**config.mk**
```make
export PLATFORM = sky130hd
export DESIGN_NAME = imem_fetch_resp_flat
export DESIGN_NICKNAME = d
export VERILOG_FILES = /design/src/rtl/imem_pkg.sv /design/src/rtl/imem_fetch_resp_if.sv /design/src/rtl/imem_resp_fifo.sv /design/src/rtl/imem_fetch_resp.sv /design/src/flat_wrapper.sv
export SDC_FILE = /design/constraint.sdc
export NUM_CORES = 2
export LEC_CHECK = 0
export BUFFER_PORTS_ARGS = -buffer_cell sky130_fd_sc_hd__buf_2
export CAP_MARGIN = 30
export CELL_PAD_IN_SITES_DETAIL_PLACEMENT = 1
export CELL_PAD_IN_SITES_GLOBAL_PLACEMENT = 1
export CORE_UTILIZATION = 35
export DETAILED_ROUTE_END_ITERATION = 6
export PLACE_DENSITY_LB_ADDON = 0.1
export SLEW_MARGIN = 20
export SYNTH_ARGS = -nofsm -noshare
export SYNTH_HDL_FRONTEND = slang
export SYNTH_SLANG_ARGS = --single-unit
export TNS_END_PERCENT = 5
```
**constraint.sdc**
```tcl
create_clock -name clk -period 6.1 [get_ports clk]
set_input_delay 0.305 -clock clk [delete_from_list [all_inputs] [get_ports clk]]
set_output_delay 0.305 -clock clk [all_outputs]
set_load 0.005 [all_outputs]
```
**src/rtl/imem_pkg.sv**
```systemverilog
// Shared constants, types and address decode for the instruction-memory responder.
package imem_pkg;

  localparam logic        IMEM_ERR_NONE  = 1'b0;
  localparam logic        IMEM_ERR_FAULT = 1'b1;
  localparam logic [31:0] NOP_ON_FAULT   = 32'h0000_0000;

  // Wide enough for any supported request address width.
  localparam int unsigned WIDE_W = 64;

  typedef struct packed {
    logic              oob;
    logic              misaligned;
    logic [WIDE_W-1:0] index;
  } word_idx_t;

  // The byte offset wraps at addr_w bits before the range check, so addresses
  // below the base land far out of range instead of aliasing into the array.
  function automatic word_idx_t word_index(input logic [WIDE_W-1:0] addr,
                                           input logic [WIDE_W-1:0] base,
                                           input int unsigned       addr_w,
                                           input int unsigned       depth);
    word_idx_t         res;
    logic [WIDE_W-1:0] mask;
    logic [WIDE_W-1:0] off;
    mask           = (addr_w >= WIDE_W) ? '1 : ((WIDE_W'(1) << addr_w) - WIDE_W'(1));
    off            = (addr - base) & mask;
    res.misaligned = (addr[1:0] != 2'b00);
    res.index      = off >> 2;
    res.oob        = (res.index >= WIDE_W'(depth));
    return res;
  endfunction

endpackage

```
**src/rtl/imem_fetch_resp_if.sv**
```systemverilog
// Fetch request / instruction response bus between the PC side and the memory.
interface imem_fetch_resp_if #(
  parameter int unsigned ADDR_W = 32,
  parameter int unsigned DATA_W = 32
) ();

  logic              req_valid;
  logic              req_ready;
  logic [ADDR_W-1:0] req_addr;
  logic              resp_valid;
  logic              resp_ready;
  logic [DATA_W-1:0] resp_inst;
  logic              resp_err;

  modport master (
    output req_valid,
    output req_addr,
    output resp_ready,
    input  req_ready,
    input  resp_valid,
    input  resp_inst,
    input  resp_err
  );

  modport slave (
    input  req_valid,
    input  req_addr,
    input  resp_ready,
    output req_ready,
    output resp_valid,
    output resp_inst,
    output resp_err
  );

endinterface

```
**src/rtl/imem_resp_fifo.sv**
```systemverilog
// Two-entry in-order response buffer of {err, inst}; entry 0 is the head.
module imem_resp_fifo
  import imem_pkg::*;
#(
  parameter int unsigned DATA_W = 32
) (
  input  logic              clk,
  input  logic              rst,
  input  logic              i_push,
  input  logic              i_err,
  input  logic [DATA_W-1:0] i_inst,
  input  logic              i_pop,
  output logic [1:0]        o_count,
  output logic              o_valid,
  output logic              o_head_err,
  output logic [DATA_W-1:0] o_head_inst
);

  logic [1:0]        r_count;
  logic [1:0]        w_count_nxt;
  logic              r_err0;
  logic              r_err1;
  logic              w_err0_nxt;
  logic              w_err1_nxt;
  logic [DATA_W-1:0] r_inst0;
  logic [DATA_W-1:0] r_inst1;
  logic [DATA_W-1:0] w_inst0_nxt;
  logic [DATA_W-1:0] w_inst1_nxt;
  logic              w_push;
  logic              w_pop;

  assign w_pop  = i_pop && (r_count != 2'd0);
  assign w_push = i_push && ((r_count != 2'd2) || w_pop);

  // Entries only shift down when a second entry exists, so an emptied buffer
  // keeps presenting the last delivered response.
  always_comb begin
    w_count_nxt = r_count;
    w_err0_nxt  = r_err0;
    w_err1_nxt  = r_err1;
    w_inst0_nxt = r_inst0;
    w_inst1_nxt = r_inst1;
    unique case ({w_push, w_pop})
      2'b10: begin
        if (r_count == 2'd0) begin
          w_err0_nxt  = i_err;
          w_inst0_nxt = i_inst;
        end else begin
          w_err1_nxt  = i_err;
          w_inst1_nxt = i_inst;
        end
        w_count_nxt = r_count + 2'd1;
      end
      2'b01: begin
        if (r_count == 2'd2) begin
          w_err0_nxt  = r_err1;
          w_inst0_nxt = r_inst1;
        end
        w_count_nxt = r_count - 2'd1;
      end
      2'b11: begin
        if (r_count == 2'd1) begin
          w_err0_nxt  = i_err;
          w_inst0_nxt = i_inst;
        end else begin
          w_err0_nxt  = r_err1;
          w_inst0_nxt = r_inst1;
          w_err1_nxt  = i_err;
          w_inst1_nxt = i_inst;
        end
      end
      default: begin
      end
    endcase
  end

  always_ff @(posedge clk) begin
    if (rst) begin
      r_count <= 2'd0;
      r_err0  <= IMEM_ERR_NONE;
      r_err1  <= IMEM_ERR_NONE;
      r_inst0 <= '0;
      r_inst1 <= '0;
    end else begin
      r_count <= w_count_nxt;
      r_err0  <= w_err0_nxt;
      r_err1  <= w_err1_nxt;
      r_inst0 <= w_inst0_nxt;
      r_inst1 <= w_inst1_nxt;
    end
  end

  assign o_count     = r_count;
  assign o_valid     = (r_count != 2'd0);
  assign o_head_err  = r_err0;
  assign o_head_inst = r_inst0;

endmodule

```
**src/rtl/imem_fetch_resp.sv**
```systemverilog
// Instruction memory responder: word array, registered read stage and a
// two-entry response buffer behind a valid/ready fetch interface.
module imem_fetch_resp
  import imem_pkg::*;
#(
  parameter int unsigned       DEPTH_WORDS = 64,
  parameter int unsigned       ADDR_W      = 32,
  parameter int unsigned       DATA_W      = 32,
  parameter logic [ADDR_W-1:0] BASE_ADDR   = '0,
  localparam int unsigned      IDX_W       = $clog2(DEPTH_WORDS)
) (
  input  logic              clk,
  input  logic              rst,
  imem_fetch_resp_if.slave  bus,
  input  logic              wr_en,
  input  logic [IDX_W-1:0]  wr_addr,
  input  logic [DATA_W-1:0] wr_data
);

  logic [DATA_W-1:0] r_mem [DEPTH_WORDS];

  logic              r_s1_valid;
  logic              r_s1_err;
  logic [DATA_W-1:0] r_s1_inst;

  word_idx_t         w_wi;
  logic              w_fault;
  logic [IDX_W-1:0]  w_rd_idx;
  logic              w_unused_idx;
  logic              w_accept;
  logic              w_pop;
  logic              w_s1_move;
  logic [1:0]        w_count;
  logic              w_resp_valid;
  logic              w_head_err;
  logic [DATA_W-1:0] w_head_inst;

  assign w_wi         = word_index(WIDE_W'(bus.req_addr), WIDE_W'(BASE_ADDR), ADDR_W,
                                   DEPTH_WORDS);
  assign w_fault      = w_wi.oob || w_wi.misaligned;
  assign w_rd_idx     = w_fault ? '0 : w_wi.index[IDX_W-1:0];
  assign w_unused_idx = ^w_wi.index[WIDE_W-1:IDX_W];

  // Ready depends only on registered occupancy, never on resp_ready.
  assign bus.req_ready = (({1'b0, r_s1_valid} + w_count) < 2'd3);

  assign w_accept  = bus.req_valid && bus.req_ready;
  assign w_pop     = w_resp_valid && bus.resp_ready;
  assign w_s1_move = r_s1_valid && ((w_count < 2'd2) || w_pop);

  // No reset: contents survive rst, and loads are accepted while it is held.
  always_ff @(posedge clk) begin
    if (wr_en) begin
      r_mem[wr_addr] <= wr_data;
    end
  end

  always_ff @(posedge clk) begin
    if (rst) begin
      r_s1_valid <= 1'b0;
      r_s1_err   <= IMEM_ERR_NONE;
      r_s1_inst  <= '0;
    end else if (w_accept) begin
      r_s1_valid <= 1'b1;
      r_s1_err   <= w_fault ? IMEM_ERR_FAULT : IMEM_ERR_NONE;
      r_s1_inst  <= w_fault ? DATA_W'(NOP_ON_FAULT) : r_mem[w_rd_idx];
    end else if (w_s1_move) begin
      r_s1_valid <= 1'b0;
    end
  end

  imem_resp_fifo #(
    .DATA_W (DATA_W)
  ) u_resp_fifo (
    .clk         (clk),
    .rst         (rst),
    .i_push      (w_s1_move),
    .i_err       (r_s1_err),
    .i_inst      (r_s1_inst),
    .i_pop       (w_pop),
    .o_count     (w_count),
    .o_valid     (w_resp_valid),
    .o_head_err  (w_head_err),
    .o_head_inst (w_head_inst)
  );

  assign bus.resp_valid = w_resp_valid;
  assign bus.resp_err   = w_head_err;
  assign bus.resp_inst  = w_head_inst;

  // s1 only enters a full buffer on a cycle that also drains it.
  a_no_overflow: assert property (@(posedge clk) disable iff (rst)
    (w_s1_move && (w_count == 2'd2)) |-> w_pop);

  a_no_accept_while_full: assert property (@(posedge clk) disable iff (rst)
    (r_s1_valid && (w_count == 2'd2)) |-> !w_accept);

endmodule

```
**src/flat_wrapper.sv**
```systemverilog
// flat-port wrapper written by rule: the top's interface ports become plain ports
module imem_fetch_resp_flat import imem_pkg::*;
#(
  parameter int unsigned       DEPTH_WORDS = 64,
  parameter int unsigned       ADDR_W      = 32,
  parameter int unsigned       DATA_W      = 32,
  parameter logic [ADDR_W-1:0] BASE_ADDR   = '0,
  localparam int unsigned      IDX_W       = $clog2(DEPTH_WORDS)
)
  (clk, rst, wr_en, wr_addr, wr_data, bus_req_valid, bus_req_addr, bus_resp_ready, bus_req_ready, bus_resp_valid, bus_resp_inst, bus_resp_err);
  imem_fetch_resp_if #(.ADDR_W(ADDR_W), .DATA_W(DATA_W)) bus_i ();
  input  logic clk;
  input  logic rst;
  input  logic wr_en;
  input  logic [IDX_W-1:0] wr_addr;
  input  logic [DATA_W-1:0] wr_data;
  input wire logic [$bits(bus_i.req_valid)-1:0] bus_req_valid;
  input wire logic [$bits(bus_i.req_addr)-1:0] bus_req_addr;
  input wire logic [$bits(bus_i.resp_ready)-1:0] bus_resp_ready;
  output wire logic [$bits(bus_i.req_ready)-1:0] bus_req_ready;
  output wire logic [$bits(bus_i.resp_valid)-1:0] bus_resp_valid;
  output wire logic [$bits(bus_i.resp_inst)-1:0] bus_resp_inst;
  output wire logic [$bits(bus_i.resp_err)-1:0] bus_resp_err;
  assign bus_i.req_valid = bus_req_valid;
  assign bus_i.req_addr = bus_req_addr;
  assign bus_i.resp_ready = bus_resp_ready;
  assign bus_req_ready = bus_i.req_ready;
  assign bus_resp_valid = bus_i.resp_valid;
  assign bus_resp_inst = bus_i.resp_inst;
  assign bus_resp_err = bus_i.resp_err;
  imem_fetch_resp #(.DEPTH_WORDS(DEPTH_WORDS), .ADDR_W(ADDR_W), .DATA_W(DATA_W), .BASE_ADDR(BASE_ADDR)) u_core (.clk(clk), .rst(rst), .bus(bus_i), .wr_en(wr_en), .wr_addr(wr_addr), .wr_data(wr_data));
endmodule
```
==> flow_summary.json <==
{
  "post_cts_buffers": 0,
  "final-setup-viol-count": 0,
  "die_area_um2": 242000,
  "start_util_pct": 35.2,
  "hpwl_mm": 169,
  "num_rows": 179,
  "core_area_um2": 238000,
  "die_w_um": 492,
  "utilization_pct": 40.7,
  "drv_slew": 0,
  "rsz0062_at_grt": "false",
  "maxCapViolations": 0,
  "cp_num_buf_inv": 3,
  "clkSlewWorstSetupHoldPaths_ns": 0.06,
  "overflow": 0,
  "ant_nets": 0,
  "clock-root-buffer": "clkbuf_16",
  "synth.distinct_cells": 60,
  "async_reset_ff_share_pct": 0,
  "num-fill-cells": 23200,
  "synth.largest_area_cell": "edfxtp_1",
  "worstSkewPairLatency_ns": 0.86,
  "clockBufferDepth": 3,
  "worstSetupStartpointType": "input pin",
  "setup_tns_ns": 0,
  "synth.avg_cell_area_um2": 16.5,
  "synth-edff-count": 2048,
  "fin_skew_ns": 0.0244,
  "cts_buffers": 230,
  "critPathTopFamily": "simple AND/OR/NAND/NOR gates",
  "grt_start_max_net_pins": 107,
  "die_h_um": 492,
  "ys_ff_latch": 2150,
  "leakage_nw": 31.8,
  "viasPerCell": 5.66,
  "dr.pass1.iters": 7,
  "grt_pass1_wl_mm": 409,
  "cts-hold-fix-buffers": 3,
  "vias": 49000,
  "worstHoldPathType": "input pin to register",
  "io_pins": 110,
  "min_period_ns": 3.97,
  "synth_top_area_share_pct": 73.3,
  "fin_nets": 5377,
  "area_delta_synth_final_pct": 15.5,
  "cp_data_required_time_ns": 6.84,
  "synth.yosys.seq_area_share_pct": 75.7,
  "synthesis.nets": 5151,
  "endpoint_kind": "register",
  "layout_commonest_cell": "edfxtp_1",
  "crit_slowest_cell": "nor3_4",
  "cts_tree": "done",
  "yosys_warnings": 0,
  "io_buffer_count": 109,
  "wirelength_mm": 295,
  "antenna_found_initial": 27,
  "cts_sinks": 2150,
  "violations": "design-rule violations",
  "cp_common_cell": "buf_4",
  "routedWlPerCell_um": 34.0,
  "crit_chain": "buf_2 -> or4_1 -> nor3_4 -> nand3_4 -> buf_4 -> buf_4 -> mux2i_1 -> o21ai_0 -> o22ai_1 -> a221o_1 -> o21ai_1",
  "synth_area_leaders": "edfxtp_1 73%, mux2i_1 6.3%, dfxtp_1 2.4%",
  "final_cell_mix": "2048 x edfxtp_1, 527 x mux2i_1, 303 x nand2_1, 264 x a21oi_1, 234 x clkbuf_16",
  "remaining_drc_errors": 6,
  "path_max_fanout": 44,
  "synth_ff_type": "edfxtp_1",
  "relSlewSlack_pct": 30.5,
  "arrival_ns": 4.71,
  "grt_pass1_vias": 50300,
  "netlist_area_um2": 83900,
  "slowest_delay_ns": 0.72,
  "grt_use_total_pct": 24.1,
  "cts_max_level": 4,
  "drive_gt1_share_pct": 16.0,
  "timing.final.crit_share_pct": 65.0,
  "p_per_area_nw_per_um2": 320,
  "critPathKind": "input pin to register",
  "vdd_drop_max_mv": 0.229,
  "status": "finished, violations left",
  "gp_congestion": 0.788,
  "hold_viol_final": 0,
  "cts_resized": 0,
  "synthCells": 5072,
  "fmax_mhz": 252,
  "drt_iter0_drc": 4458,
  "tightestPinTransition_ns": 1.03
}
-- synth_stat cells (33+ instances only) --
master	instances
a21oi_1	265
nand2_1	306
clkbuf_1	273
edfxtp_1	2048
o22ai_1	51
mux2i_1	527
a221o_1	105
o221ai_1	35
buf_2	52
a211oi_1	168
o21ai_0	94
a221oi_1	129
dfxtp_1	102
nor2b_1	49
o221a_2	38
a21o_1	49
and3_1	33
nor2_1	230
mux2_2	65
-- sequential cells by signal (all words and copies together), names as in the netlist, 2 cells and up --
signal,cells
u_core.r_mem,2048
u_core.r_s1_inst,32
u_core.u_resp_fifo.o_head_inst,32
u_core.u_resp_fifo.r_inst1,32
u_core.u_resp_fifo.o_count,2
-- per-stage QoR --
| step | instances | setup WS [ns] | hold WS [ns] | instance area, µm² | power, mW |
|---|---|---|---|---|---|
| after floorplan | 5072 | 2.61 | 0.404 | 83900 | 17.4 |
| after global placement | 8214 | 1.13 | 0.441 | 89500 | 18.1 |
| after detailed placement | 8225 | 1.25 | 0.449 | 89800 | 18.2 |
| after CTS | 8654 | 2.19 | 0.00432 | 96800 | 31.3 |
| after global routing | 8661 | 2.09 | 0.0562 | 96800 | 31.9 |
| final | 8666 | 2.13 | 0.0701 | 96900 | 31.0 |
-- cell families (layout without fill, tap and decap cells) --
logic type      count (synthesis)  count (layout)  share of synthesized area (%)
other cells                     0               7                              0
fa+ha+maj                       4               4                         0.0597
buf+inv                       373             793                           1.80
flops                        2150            2150                           75.7
xor+xnor                        2               2                         0.0209
simple gates                  689             689                           3.56
mux                           624             624                           8.02
compound gates               1230            1230                           10.8
-- worst paths after layout --
kind / slack (ns) / from / depth (start not counted) / end
setup / recovery: 2.13 / bus_req_addr[21] / 11 / u_core.r_s1_inst[27]
hold / removal: 0.07 / bus_resp_ready / 4 / u_core.r_s1_valid
setup reg to reg: 3.10 / u_core.r_s1_valid / 9 / u_core.r_s1_inst[0]
hold reg to reg: 0.46 / u_core.u_resp_fifo.r_inst1[23] / 2 / u_core.u_resp_fifo.r_inst1[23]
-- layer usage --
metal  track usage (%)  vias up  wire length [µm]
met5                 0        -                 0
met3              2.51      352             11300
met2              41.1     1176            146000
met4              7.37        0              9160
met1              32.2    26500            128000
li1                  -    21000                 -
-- power breakdown --
group / leakage (nW) / internal [mW] / switching [mW]
Sequential: 19.3 / 16.3 / 0.0888
Clock: 3.38 / 7.39 / 5.79
Combinational: 9.12 / 0.384 / 1.03
-- layout make-up --
cell class	instances	area [µm²]	share of cell area [%]
antenna	7	17.5	0.0181
timing repair buffer	361	2800	2.89
multi-input combinational	2549	19600	20.2
inverter	6	22.5	0.0233
clock inverter	107	738	0.762
tap	3167	3960	4.09
sequential	2150	63500	65.6
clock buffer	319	6210	6.42
-- worst reg2reg max path: stages, from the launching register on --
cell      delay (ns)
dfxtp_1         0.53
ha_1            0.24
xor2_1          0.07
nand2_1         0.20
nand2_1         0.13
or3_1           0.35
buf_4           0.30
a31oi_1         0.46
o311ai_1        0.41
o21ai_1         0.23
Power figures use the tool's default switching activity.
